## src/rtl/ddr2_cmd_decoder.sv

```systemverilog
// DDR2 command/address bus receiver: decodes commands, tracks per-bank open state, flags protocol errors.
// Define DDR2_CMD_TIMING_CHECK_EN to build the tRCD/tRP/tRAS/tRFC counters and error codes 3,4,5,7.
`ifndef DRAM_CS_WIDTH
`define DRAM_CS_WIDTH 2
`endif
`ifndef DRAM_BA_WIDTH
`define DRAM_BA_WIDTH 3
`endif
`ifndef DRAM_ADDR_WIDTH
`define DRAM_ADDR_WIDTH 14
`endif

module ddr2_cmd_decoder #(
  parameter int NUM_BANK = 8,
  parameter int RANK_IDX = 0,
  parameter int T_RCD    = 4,
  parameter int T_RP     = 4,
  parameter int T_RAS    = 12,
  parameter int T_RFC    = 51
) (
  input  logic                        clk,
  input  logic                        rst_n,
  input  logic                        cke,
  input  logic [`DRAM_CS_WIDTH-1:0]   cs_n,
  input  logic                        ras_n,
  input  logic                        cas_n,
  input  logic                        we_n,
  input  logic [`DRAM_BA_WIDTH-1:0]   ba,
  input  logic [`DRAM_ADDR_WIDTH-1:0] addr,
  output logic                        cmd_valid,
  output logic [3:0]                  cmd_code,
  output logic [`DRAM_BA_WIDTH-1:0]   cmd_ba,
  output logic [`DRAM_ADDR_WIDTH-1:0] cmd_addr,
  output logic                        cmd_ap,
  output logic [NUM_BANK-1:0]         bank_open,
  output logic                        err_valid,
  output logic [2:0]                  err_code
);
  localparam int BAW = `DRAM_BA_WIDTH;

  localparam logic [3:0] C_NOP  = 4'd0;
  localparam logic [3:0] C_ACT  = 4'd1;
  localparam logic [3:0] C_RD   = 4'd2;
  localparam logic [3:0] C_WR   = 4'd3;
  localparam logic [3:0] C_PRE  = 4'd4;
  localparam logic [3:0] C_PREA = 4'd5;
  localparam logic [3:0] C_REF  = 4'd6;
  localparam logic [3:0] C_MRS  = 4'd7;

  logic [3:0]          dec;
  logic                is_rw;
  logic                is_mode;
  logic                ap;
  logic [NUM_BANK-1:0] open_nxt;
  logic                e_state_ref;
  logic                e_act_open;
  logic                e_rw_closed;
  logic                e_rfc;
  logic                e_rp;
  logic                e_rcd;
  logic                e_ras;
  logic [2:0]          err;
  logic                cs_unused;

  // Only the selected rank's chip select matters; the other bits are ignored.
  assign cs_unused = ^cs_n;

  always_comb begin : decode
    dec = C_NOP;
    if (cke && !cs_n[RANK_IDX]) begin
      case ({ras_n, cas_n, we_n})
        3'b011:  dec = C_ACT;
        3'b101:  dec = C_RD;
        3'b100:  dec = C_WR;
        3'b010:  dec = addr[10] ? C_PREA : C_PRE;
        3'b001:  dec = C_REF;
        3'b000:  dec = C_MRS + {2'b00, ba[1:0]};
        default: dec = C_NOP;
      endcase
    end
  end

  assign is_rw   = (dec == C_RD) || (dec == C_WR);
  assign is_mode = (dec >= C_MRS);
  assign ap      = is_rw && addr[10];

  always_comb begin : bank_next
    open_nxt = bank_open;
    case (dec)
      C_ACT:   open_nxt[ba] = 1'b1;
      C_PRE:   open_nxt[ba] = 1'b0;
      C_PREA:  open_nxt     = '0;
      default: if (ap) open_nxt[ba] = 1'b0;
    endcase
  end

  assign e_state_ref = (dec == C_REF || is_mode) && (|bank_open);
  assign e_act_open  = (dec == C_ACT) && bank_open[ba];
  assign e_rw_closed = is_rw && !bank_open[ba];

`ifdef DDR2_CMD_TIMING_CHECK_EN
  localparam int CW = $clog2(T_RFC + T_RAS + T_RCD + T_RP + 1);
  // Counters hold the remaining wait; loading T-1 makes a command exactly T cycles later legal.
  localparam logic [CW-1:0] RCD_LD = CW'(T_RCD - 1);
  localparam logic [CW-1:0] RP_LD  = CW'(T_RP - 1);
  localparam logic [CW-1:0] RAS_LD = CW'(T_RAS - 1);
  localparam logic [CW-1:0] RFC_LD = CW'(T_RFC - 1);

  logic [NUM_BANK-1:0] rcd_busy;
  logic [NUM_BANK-1:0] rp_busy;
  logic [NUM_BANK-1:0] ras_busy;
  logic [CW-1:0]       rfc_q;

  for (genvar b = 0; b < NUM_BANK; b++) begin : g_bank
    logic          hit;
    logic          rp_load;
    logic [CW-1:0] rcd_q;
    logic [CW-1:0] rp_q;
    logic [CW-1:0] ras_q;

    assign hit     = (ba == BAW'(b));
    assign rp_load = (hit && ((dec == C_PRE && bank_open[b]) || ap)) ||
                     (dec == C_PREA && bank_open[b]);
    assign rcd_busy[b] = (rcd_q != '0);
    assign rp_busy[b]  = (rp_q != '0);
    assign ras_busy[b] = (ras_q != '0);

    always_ff @(posedge clk or negedge rst_n) begin
      if (!rst_n) begin
        rcd_q <= '0;
        rp_q  <= '0;
        ras_q <= '0;
      end else begin
        if (hit && dec == C_ACT) begin
          rcd_q <= RCD_LD;
          ras_q <= RAS_LD;
        end else begin
          if (rcd_q != '0) rcd_q <= rcd_q - CW'(1);
          if (ras_q != '0) ras_q <= ras_q - CW'(1);
        end
        if (rp_load)          rp_q <= RP_LD;
        else if (rp_q != '0)  rp_q <= rp_q - CW'(1);
      end
    end
  end

  always_ff @(posedge clk or negedge rst_n) begin : rfc_cnt
    if (!rst_n)              rfc_q <= '0;
    else if (dec == C_REF)   rfc_q <= RFC_LD;
    else if (rfc_q != '0)    rfc_q <= rfc_q - CW'(1);
  end

  assign e_rfc = (dec != C_NOP) && (rfc_q != '0);
  assign e_rp  = (dec == C_ACT) && rp_busy[ba];
  assign e_rcd = is_rw && rcd_busy[ba];
  assign e_ras = ((dec == C_PRE) && bank_open[ba] && ras_busy[ba]) ||
                 ((dec == C_PREA) && (|(bank_open & ras_busy)));
`else
  localparam int timing_unused = T_RCD + T_RP + T_RAS + T_RFC;
  assign e_rfc = 1'b0;
  assign e_rp  = 1'b0;
  assign e_rcd = 1'b0;
  assign e_ras = 1'b0;
`endif

  always_comb begin : err_prio
    err = 3'd0;
    if (e_rfc)            err = 3'd7;
    else if (e_state_ref) err = 3'd6;
    else if (e_act_open)  err = 3'd1;
    else if (e_rw_closed) err = 3'd2;
    else if (e_rp)        err = 3'd4;
    else if (e_rcd)       err = 3'd3;
    else if (e_ras)       err = 3'd5;
  end

  // bank_open is itself the bank state; on ACT cmd_addr carries the opened row.
  always_ff @(posedge clk or negedge rst_n) begin : out_reg
    if (!rst_n) begin
      cmd_valid <= 1'b0;
      cmd_code  <= 4'd0;
      cmd_ba    <= '0;
      cmd_addr  <= '0;
      cmd_ap    <= 1'b0;
      bank_open <= '0;
      err_valid <= 1'b0;
      err_code  <= 3'd0;
    end else begin
      cmd_valid <= (dec != C_NOP);
      cmd_code  <= dec;
      cmd_ba    <= ba;
      cmd_addr  <= addr;
      cmd_ap    <= ap;
      bank_open <= open_nxt;
      err_valid <= (err != 3'd0);
      err_code  <= err;
    end
  end

endmodule

```

## config.mk

```make
export PLATFORM = sky130hd
export DESIGN_NAME = ddr2_cmd_decoder
export DESIGN_NICKNAME = d
export VERILOG_FILES = /design/src/rtl/ddr2_cmd_decoder.sv
export SDC_FILE = /design/constraint.sdc
export NUM_CORES = 1
export LEC_CHECK = 0
export ABC_AREA = 1
export BUFFER_PORTS_ARGS = -buffer_cell sky130_fd_sc_hd__buf_2
export CAP_MARGIN = 15
export CORE_MARGIN = 10
export CORE_UTILIZATION = 35
export DETAILED_ROUTE_END_ITERATION = 12
export HOLD_SLACK_MARGIN = 0.08
export PLACE_DENSITY = 0.63
export SYNTH_ARGS = -nofsm -noshare
export SYNTH_HDL_FRONTEND = slang
export SYNTH_SLANG_ARGS = --single-unit
```

## constraint.sdc

```tcl
create_clock -name clk -period 1.15 [get_ports clk]
set_input_delay 0.23 -clock clk [delete_from_list [all_inputs] [get_ports clk]]
set_output_delay 0.23 -clock clk [all_outputs]
set_load 0.03 [all_outputs]
```

==> metrics.yaml, run 1 <==
routing:
  routed_via_density: 4.48
  first_iter_violations: 73
  wire_per_inst_um: 13.2
  drc_errors: 0
  drt_pass1_iterations: 4
  vias: 1701
  drt_wl_total_um: 5020
  final_antenna_net_count: 0
grt:
  grt_start_max_net_pins: 28
  grt_pass1_wl_um: 8290
  grt_usage_pct: 12.1
  grt_antenna_before_repair: 0
  overflow: 0
  first_global_vias: 1771
worst_setup_path:
  start_kind: "flip-flop"
  reg2reg_slack_ns: -0.08
  cp_slowest_cell: "dfrtp_2"
  cp.arrival_ns: 1.40
  critPathMaxFanout: 3
  slowest_delay_ns: 0.43
  required_ns: 1.32
  crit_type: "reg2reg"
  cpMostUsedCell: "nand2_1"
  critPathCaptureType: "flip-flop"
  crit_chain: "inv_2 > nand2_1 > o21ai_0 > nand2_1 > nand2_1 > nand2_1 > nand2_2 > inv_1 > nand2_1 > nand3_1"
power_and_ir_drop:
  switching_share_pct: 33.9
  power_mw: 4.12
  clockPowerShare_pct: 26.7
  intPower_mw: 2.72
  power_frac_comb_pct: 38.1
  ir_drop_mv: 0.781
  power.leakage_nw: 1.62
  powerDensity_mw_per_mm2: 1410
  p_switching_mw: 1.40
  seqPwrFrac_pct: 35.2
timing:
  min_period_over_period_pct: 107
  worst_pin_slew_ns: 0.256
  whs_ns: 0.195
  setup_slack_ns: -0.0815
  fin_skew_ns: 0.00459
  drv_slew: 0
  setup-tns-final_ns: -0.390
  hold_violations: 0
  rsz0062_at_grt: "true"
  setup_violations: 10
  fin_crit_ns: 1.23
  relSlewSlack_pct: 82.8
  max_freq_mhz: 812
yosys:
  ys_warn_count: 0
  syn_inst: 193
  ys_seq_area_share_pct: 51.2
  ys_ff_latch: 35
  synth_area_leaders: "dfrtp_1 51%, nand2_1 15%, nand3_1 5.6%"
  synth_area_per_cell_um2: 8.87
  synth_area_mm2: 0.00171
  post_synth_num_cell_types: 27
  yosysTopAreaCell: "dfrtp_1"
  synth_top_area_share_pct: 51.2
  synth_nets: 219
placement:
  portBuffers: 58
  dp.final_hpwl_um: 3550
  place.gp.congestion: 0.868
  placedCellCount: 348
  dpl_cell_area_mm2: 0.00236
floorplan:
  rows: 25
  die-width_um: 89.9
  coreArea_mm2: 0.00472
  initial_core_util_pct: 36.2
  dieArea_mm2: 0.00809
  io_pins: 60
  die_y_um: 89.9
final_layout:
  drive_gt1_share_pct: 53.4
  antennaDiodeCount: 0
  fin_area_mm2: 0.00293
  layout.cells.non_filler: 380
  nNetsFinal: 338
  syn2layout_area_growth_pct: 71.1
hold_path:
  hold_class: "in2reg"
clock_tree:
  htree_levels: 2
  clkSinkCount: 35
  cts_root_buffer: "clkbuf_8"
  cts_buffer_depth: 2
  cts_tree: "done"
  insertion_delay_ns: 0.28
  cts_buffers: 5
  clk_pin_slew_worst_paths_ns: 0.08
status:
  status: "finished, violations left"
  failed_checks: "setup timing"
job:
  max_cap_violations: 0
synthesized netlist by cell type (all sizes together):
| cell type | count |
|---|---|
| nand2 | 73 |
| dfrtp | 35 |
| inv | 28 |
| nand3 | 23 |
| nand4 | 8 |
| nor2 | 6 |
| o21ai | 6 |
| a31oi | 3 |
| buf | 3 |
| nor4 | 2 |
| a21oi | 1 |
| clkbuf | 1 |
| clkinv | 1 |
| ha | 1 |
| nand3b | 1 |
| o211ai | 1 |
power groups by stage:
stage | clock [mW] | combinational, mW | sequential, mW
detailed placement | 0 | 1.20 | 1.45
CTS | 1.13 | 1.45 | 1.44
global route | 1.17 | 1.71 | 1.46
global placement | 0 | 1.19 | 1.45
floorplan | 0 | 0.461 | 1.70
finish | 1.10 | 1.57 | 1.45
sequential cells by signal (all words and copies together) (netlist names):
name	count
cmd_addr	14
cmd_valid	1
err_code	3
cmd_ap	1
cmd_ba	3
err_valid	1
bank_open	8
cmd_code	4
what timing repair did:
item	in CTS	in global routing
setup endpoints to repair	17	18
buffers inserted	7	2
cloned	1	0
hold buffers	14	0
hold endpoints to repair	40	0
resized for setup	29	46
pin swaps	6	26
stage by stage:
| stage | worst slack, ns | util, % |
|---|---|---|
| after floorplan | -0.212 | - |
| after global placement | -0.342 | 49.9 |
| after detailed placement | -0.372 | 49.9 |
| after CTS | -0.0636 | 58.7 |
| after global routing | -0.144 | 62.0 |
| final | -0.0815 | 62.0 |
metal layers:
metal	wire length, um	GRT usage, %	vias up
met4	34	3.45	0
met1	2090	14.3	788
met3	387	3.82	4
li1	-	-	849
met5	0	0	-
met2	2500	20.5	60
layout by cell type, fill, tap and decap left out, types with 2 or more instances in the layout:
| cell type | netlist | layout |
|---|---|---|
| nand2_1 | 68 | 53 |
| buf_2 | 2 | 48 |
| dfrtp_1 | 35 | 30 |
| buf_4 | 0 | 28 |
| buf_6 | 1 | 24 |
| inv_1 | 22 | 17 |
| nand3_1 | 19 | 16 |
| nand2_2 | 2 | 15 |
| dlygate4sd3_1 | 0 | 14 |
| nand4_1 | 8 | 8 |
| inv_2 | 4 | 7 |
| dfrtp_2 | 0 | 5 |
| clkbuf_8 | 0 | 5 |
| nand2_4 | 2 | 4 |
| nand3_4 | 4 | 4 |
| inv_4 | 2 | 3 |
| nand3_2 | 0 | 3 |
| o21ai_0 | 5 | 3 |
| nor2_4 | 1 | 2 |
| nor4_2 | 0 | 2 |
| nand2_8 | 1 | 2 |
| nor2_1 | 3 | 2 |
| a31oi_1 | 3 | 2 |
path summary, 6_finish.rpt:
kind                                                from                       end  depth (start not counted)
min in group asynchronous                          rst_n  bank_open[2]$_DFFE_PN0P_                          2
max in group asynchronous                          rst_n  bank_open[5]$_DFFE_PN0P_                          3
worst max register to register  bank_open[7]$_DFFE_PN0P_       err_valid$_DFF_PN0_                         10
worst min-delay path                            addr[10]    cmd_addr[10]$_DFF_PN0_                          2
worst max-delay path            bank_open[7]$_DFFE_PN0P_       err_valid$_DFF_PN0_                         10
worst min register to register  bank_open[5]$_DFFE_PN0P_  bank_open[5]$_DFFE_PN0P_                          3
cell families after synthesis:
group | Yosys count | synth area share [%]
and+or+nand+nor | 113 | 35.5
DFF | 35 | 51.2
buffers and inverters | 33 | 8.33
AOI/OAI and AO/OA | 11 | 4.31
adders and majority gates | 1 | 0.731
area by class of cell:
type                       instances  area, um^2
fill                             388        1790
sequential                        35         882
timing repair buffer             115         881
multi-input combinational        126         833
inverter                          29         136
tap                               67        83.8
clock buffer                       5        68.8
clock inverter                     3        43.8
critical path: cells and delay by family (launching register included):
family / cells / cell delay, ns
AOI/OAI and AO/OA: 1 / 0.10
and+or+nand+nor: 7 / 0.47
buffers and inverters: 2 / 0.10
DFF: 1 / 0.43
Note: power is estimated with default switching activity, not from simulation.
==> run 2: changes to the inputs <==
- CORE_UTILIZATION: 35 -> 49
- CTS_CLUSTER_DIAMETER: not set -> 30
- PLACE_DENSITY: 0.63 -> 0.83
==> run 2 against run 1 <==
The run still ends with setup timing left. Sequential power about the same. Clock power fell by 31%. Worst setup slack got worse by 0.12 ns. Sequential share of layout area is 0.53 points higher. Cell area is 1.6% lower. Critical path depth is 7 lower. Sequential cell count unchanged. Final cell count shrank 5.3%. Via count up 7.1%.
==> metrics.yaml, run 2 (synthesized netlist as in run 1, its figures left out) <==
timing:
  drv_slew: 0
  fin_skew_ns: 0.00746
  fin_crit_ns: 1.35
  setup_violations: 14
  min_period_over_period_pct: 118
  rsz0062_at_grt: "true"
  worst_pin_slew_ns: 0.289
  max_freq_mhz: 738
  hold_violations: 0
  relSlewSlack_pct: 80.7
  setup-tns-final_ns: -1.57
  whs_ns: 0.141
  setup_slack_ns: -0.204
worst_setup_path:
  cp_top_family: "flip-flops"
  critPathMaxFanout: 2
  slowest_delay_ns: 0.43
  crit_start: "bank_open[5]$_DFFE_PN0P_"
  crit_chain: "buf_6 > buf_6 > buf_6"
  cp.arrival_ns: 1.12
  start_kind: "flip-flop"
  cpMostUsedCell: "buf_6"
  r2r-start: "bank_open[5]$_DFFE_PN0P_"
  required_ns: 0.92
  cp_slowest_cell: "dfrtp_2"
  critPathCaptureType: "output port"
  cp_num_buf_inv: 3
  crit_type: "reg2out"
grt:
  grt_pass1_wl_um: 8510
  grt_start_max_net_pins: 36
  grt_antenna_before_repair: 0
  overflow: 0
  first_global_vias: 1804
  grt_usage_pct: 17.0
hold_path:
  hold_class: "in2reg"
  worstHoldStart: "addr[10]"
floorplan:
  coreArea_mm2: 0.00336
  dieArea_mm2: 0.00626
  io_pins: 60
  initial_core_util_pct: 50.9
  rows: 21
  die_y_um: 79.1
  die-width_um: 79.1
placement:
  dp.final_hpwl_um: 3480
  placedCellCount: 323
  portBuffers: 58
  pre_cts_ws_ns: -0.342
  place.gp.congestion: 0.892
  dpl_cell_area_mm2: 0.00230
final_layout:
  largest_reg_flops: 14
  top_regs: "cmd_addr x14, bank_open x8, cmd_code x4"
  drive_gt1_share_pct: 51.9
  fin_area_mm2: 0.00288
  syn2layout_area_growth_pct: 68.4
  mostFrequentLayoutCells: "57 x nand2_1, 39 x buf_2, 32 x buf_4"
  fillers: 191
  largest_register: "cmd_addr"
  antennaDiodeCount: 0
  final_common_cell: "nand2_1"
  nNetsFinal: 339
  layout.cells.non_filler: 360
clock_tree:
  cts_tree: "done"
  cts_root_buffer: "clkbuf_4"
  clkSinkCount: 35
  htree_levels: 2
  cts_buffer_depth: 2
  clk_pin_slew_worst_paths_ns: 0.10
  insertion_delay_ns: 0.34
  cts_buffers: 5
routing:
  routed_via_density: 5.06
  wire_per_inst_um: 16.1
  first_iter_violations: 121
  drt_wl_total_um: 5790
  final_antenna_net_count: 0
  drt_pass1_iterations: 4
  vias: 1821
  drc_errors: 0
power_and_ir_drop:
  powerDensity_mw_per_mm2: 1390
  power.leakage_nw: 1.60
  ir_drop_mv: 1.02
status:
  failed_checks: "setup timing"
  status: "finished, violations left"
job:
  max_cap_violations: 0
[run 2: cell count changes in the layout (fill, tap and decap cells not counted), moves of 2 or more]
cell	previous run	this run
buf_2	48	39
buf_6	24	31
clkbuf_4	0	5
buf_4	28	32
nand2_1	53	57
clkbuf_8	5	2
nand2_2	15	13
nand2_4	4	2
[run 2: routing by layer]
metal | vias up | GRT usage (%) | wire length, um
met5 | - | 0 | 0
met4 | 0 | 5.38 | 195
met3 | 21 | 6.53 | 472
met2 | 86 | 30.0 | 3120
met1 | 862 | 18.3 | 2000
li1 | 852 | - | -
[run 2: layout make-up]
class                      count  area, um^2  share of cell area [%]
clock buffer                   7        65.1                    2.26
clock inverter                 1        7.51                   0.260
tap                           46        57.6                    2.00
inverter                      29         134                    4.64
multi-input combinational    125         791                    27.4
sequential                    35         883                    30.6
timing repair buffer         117         945                    32.8
[run 2: final timing paths]
kind | cells after the start | endpoint | slack (ns)
max | 3 | bank_open[5] | -0.20
min | 2 | cmd_addr[10]$_DFF_PN0_ | 0.14
max reg2reg | 10 | bank_open[5]$_DFFE_PN0P_ | -0.17
min reg2reg | 3 | bank_open[7]$_DFFE_PN0P_ | 0.68
max in group asynchronous | 3 | bank_open[5]$_DFFE_PN0P_ | 0.59
min in group asynchronous | 3 | cmd_ba[1]$_DFF_PN0_ | 0.37
[run 2: worst reg2reg max path: cells and delay by family (launching register included)]
kind	cells	cell delay (ns)
buffers and inverters	5	0.50
DFF	1	0.43
and+or+nand+nor	5	0.30
[run 2: power by group]
group | internal, mW | switching, mW | total, mW
clock network | 0.357 | 0.402 | 0.759
registers | 1.35 | 0.108 | 1.46
logic | 0.854 | 0.928 | 1.78
total | 2.56 | 1.44 | 4.00
[run 2: through the flow]
step	power, mW	util, %
6_report	4.00	85.7
5_1_grt	4.21	85.7
4_1_cts	3.75	79.6
3_5_place_dp	2.64	68.4
3_3_place_gp	2.62	68.4
2_1_floorplan	2.16	-
[run 2: repair_timing]
action                                  4_1_cts  5_1_grt
gates resized for setup                      32       60
hold buffers                                 14        0
hold endpoints to repair                     48        0
pin swaps                                     1       19
gates cloned                                  0        0
endpoints found under the setup margin       12       30
setup buffers                                 8        7
==> run 3: changes to the inputs <==
- CORE_MARGIN: 10 -> 3
- MAX_ROUTING_LAYER: not set -> met4
- RECOVER_POWER: not set -> 50
==> run 3 against run 2 <==
The run still ends with setup timing left. Core utilization up 7.4 points. Final cell count down 0.56%. Die area down 32%. Largest power group unchanged.
==> metrics.yaml, run 3 (synthesized netlist as in run 1, its figures left out) <==
status:
  status: "finished, violations left"
  failed_checks: "setup timing"
floorplan:
  io_pins: 60
  initial_core_util_pct: 53.4
  coreArea_mm2: 0.00320
  die-width_um: 65.1
  dieArea_mm2: 0.00424
  rows: 20
  die_y_um: 65.1
routing:
  first_iter_violations: 235
  drt_wl_total_um: 8310
  vias: 2157
  routed_via_density: 6.03
  drt_pass1_iterations: 5
  drc_errors: 0
  wire_per_inst_um: 23.2
  final_antenna_net_count: 0
worst_setup_path:
  cp_top_family: "simple AND/OR/NAND/NOR gates"
  start_kind: "flip-flop"
  crit_start: "bank_open[4]$_DFFE_PN0P_"
  cpMostUsedCell: "nand2_2"
  cp.arrival_ns: 1.70
  cp_slowest_cell: "dfrtp_2"
  cp_num_buf_inv: 1
  critPathCaptureType: "flip-flop"
  required_ns: 1.38
  r2r-start: "bank_open[4]$_DFFE_PN0P_"
  critPathMaxFanout: 4
  crit_chain: "o21ai_0 > nand2_1 > nand2_1 > nand2_2 > nand2_2 > inv_2 > nand2_2 > nand3_1"
  crit_type: "reg2reg"
  slowest_delay_ns: 0.48
power_and_ir_drop:
  power_mw: 4.11
  ir_drop_mv: 0.954
  power.leakage_nw: 1.64
  powerDensity_mw_per_mm2: 1380
final_layout:
  top_regs: "cmd_addr x14, bank_open x8, cmd_code x4"
  fillers: 116
  drive_gt1_share_pct: 54.8
  final_common_cell: "nand2_1"
  layout.cells.non_filler: 358
  nNetsFinal: 340
  final_util_pct: 93.2
  mostFrequentLayoutCells: "46 x nand2_1, 33 x buf_4, 32 x buf_6"
  antennaDiodeCount: 0
  syn2layout_area_growth_pct: 74.3
  largest_register: "cmd_addr"
  largest_reg_flops: 14
placement:
  portBuffers: 58
  dp.final_hpwl_um: 3290
  place.gp.congestion: 0.932
  placedCellCount: 322
  pre_cts_ws_ns: -0.371
timing:
  min_period_over_period_pct: 128
  rsz0062_at_grt: "true"
  setup-tns-final_ns: -2.66
  fin_skew_ns: 0.0166
  hold_violations: 0
  setup_violations: 33
  drv_slew: 0
  setup_slack_ns: -0.317
  max_freq_mhz: 681
  relSlewSlack_pct: 67.8
  fin_crit_ns: 1.47
  worst_pin_slew_ns: 0.482
job:
  max_cap_violations: 0
clock_tree:
  insertion_delay_ns: 0.37
  cts_root_buffer: "clkbuf_4"
  clk_pin_slew_worst_paths_ns: 0.12
  htree_levels: 2
  cts_buffers: 5
  cts_buffer_depth: 2
  cts_tree: "done"
  clkSinkCount: 35
grt:
  grt_start_max_net_pins: 17
  grt_pass1_wl_um: 8880
  first_global_vias: 1867
  grt_usage_pct: 28.6
  grt_antenna_before_repair: 0
  overflow: 0
hold_path:
  worstHoldStart: "addr[10]"
  hold_class: "in2reg"
run 3: final timing paths:
check,slack [ns],to,depth (start not counted)
min reg2reg,0.69,bank_open[7]$_DFFE_PN0P_,3
min,0.18,cmd_addr[10]$_DFF_PN0_,2
max,-0.32,err_valid$_DFF_PN0_,8
max reg2reg,-0.32,err_valid$_DFF_PN0_,8
min in group asynchronous,0.35,cmd_code[0]$_DFF_PN0_,2
max in group asynchronous,0.26,err_valid$_DFF_PN0_,3
run 3: what timing repair did:
item,CTS,global route
endpoints found under the hold margin,27,0
endpoints found under the setup margin,16,37
cloned,0,1
setup buffers,5,10
resized for setup,25,105
pin swaps,0,39
hold buffers,14,0
run 3: per-stage QoR:
stage / hold WS [ns] / area (um^2)
final: 0.185 / 2980
after global routing: 0.189 / 2980
after CTS: 0.135 / 2630
after detailed placement: 0.163 / 2320
after global placement: 0.170 / 2320
after floorplan: -0.0656 / 1760
run 3: final cells by class:
type	instances	area, um^2	share of cell area [%]
repair buffers	117	1000	33.6
flip-flops and latches	35	882	29.6
multi-input cells	126	850	28.5
inverters	29	139	4.65
well taps	44	55.1	1.84
clock buffers	6	51.3	1.72
clock inverters	1	5.00	0.168
run 3: power by group:
part	switching [mW]	internal (mW)	leakage (nW)
Combinational	1.06	0.823	1.17
Sequential	0.142	1.35	0.436
Clock	0.448	0.283	0.0341
Total	1.65	2.46	1.64
run 3: layer usage:
layer | vias to the layer above | wire (um) | GRT usage, %
li1 | 853 | - | -
met1 | 1018 | 2900 | 30.8
met2 | 215 | 3870 | 50.6
met3 | 71 | 912 | 7.69
met4 | 0 | 622 | 10.9
met5 | - | 0 | -
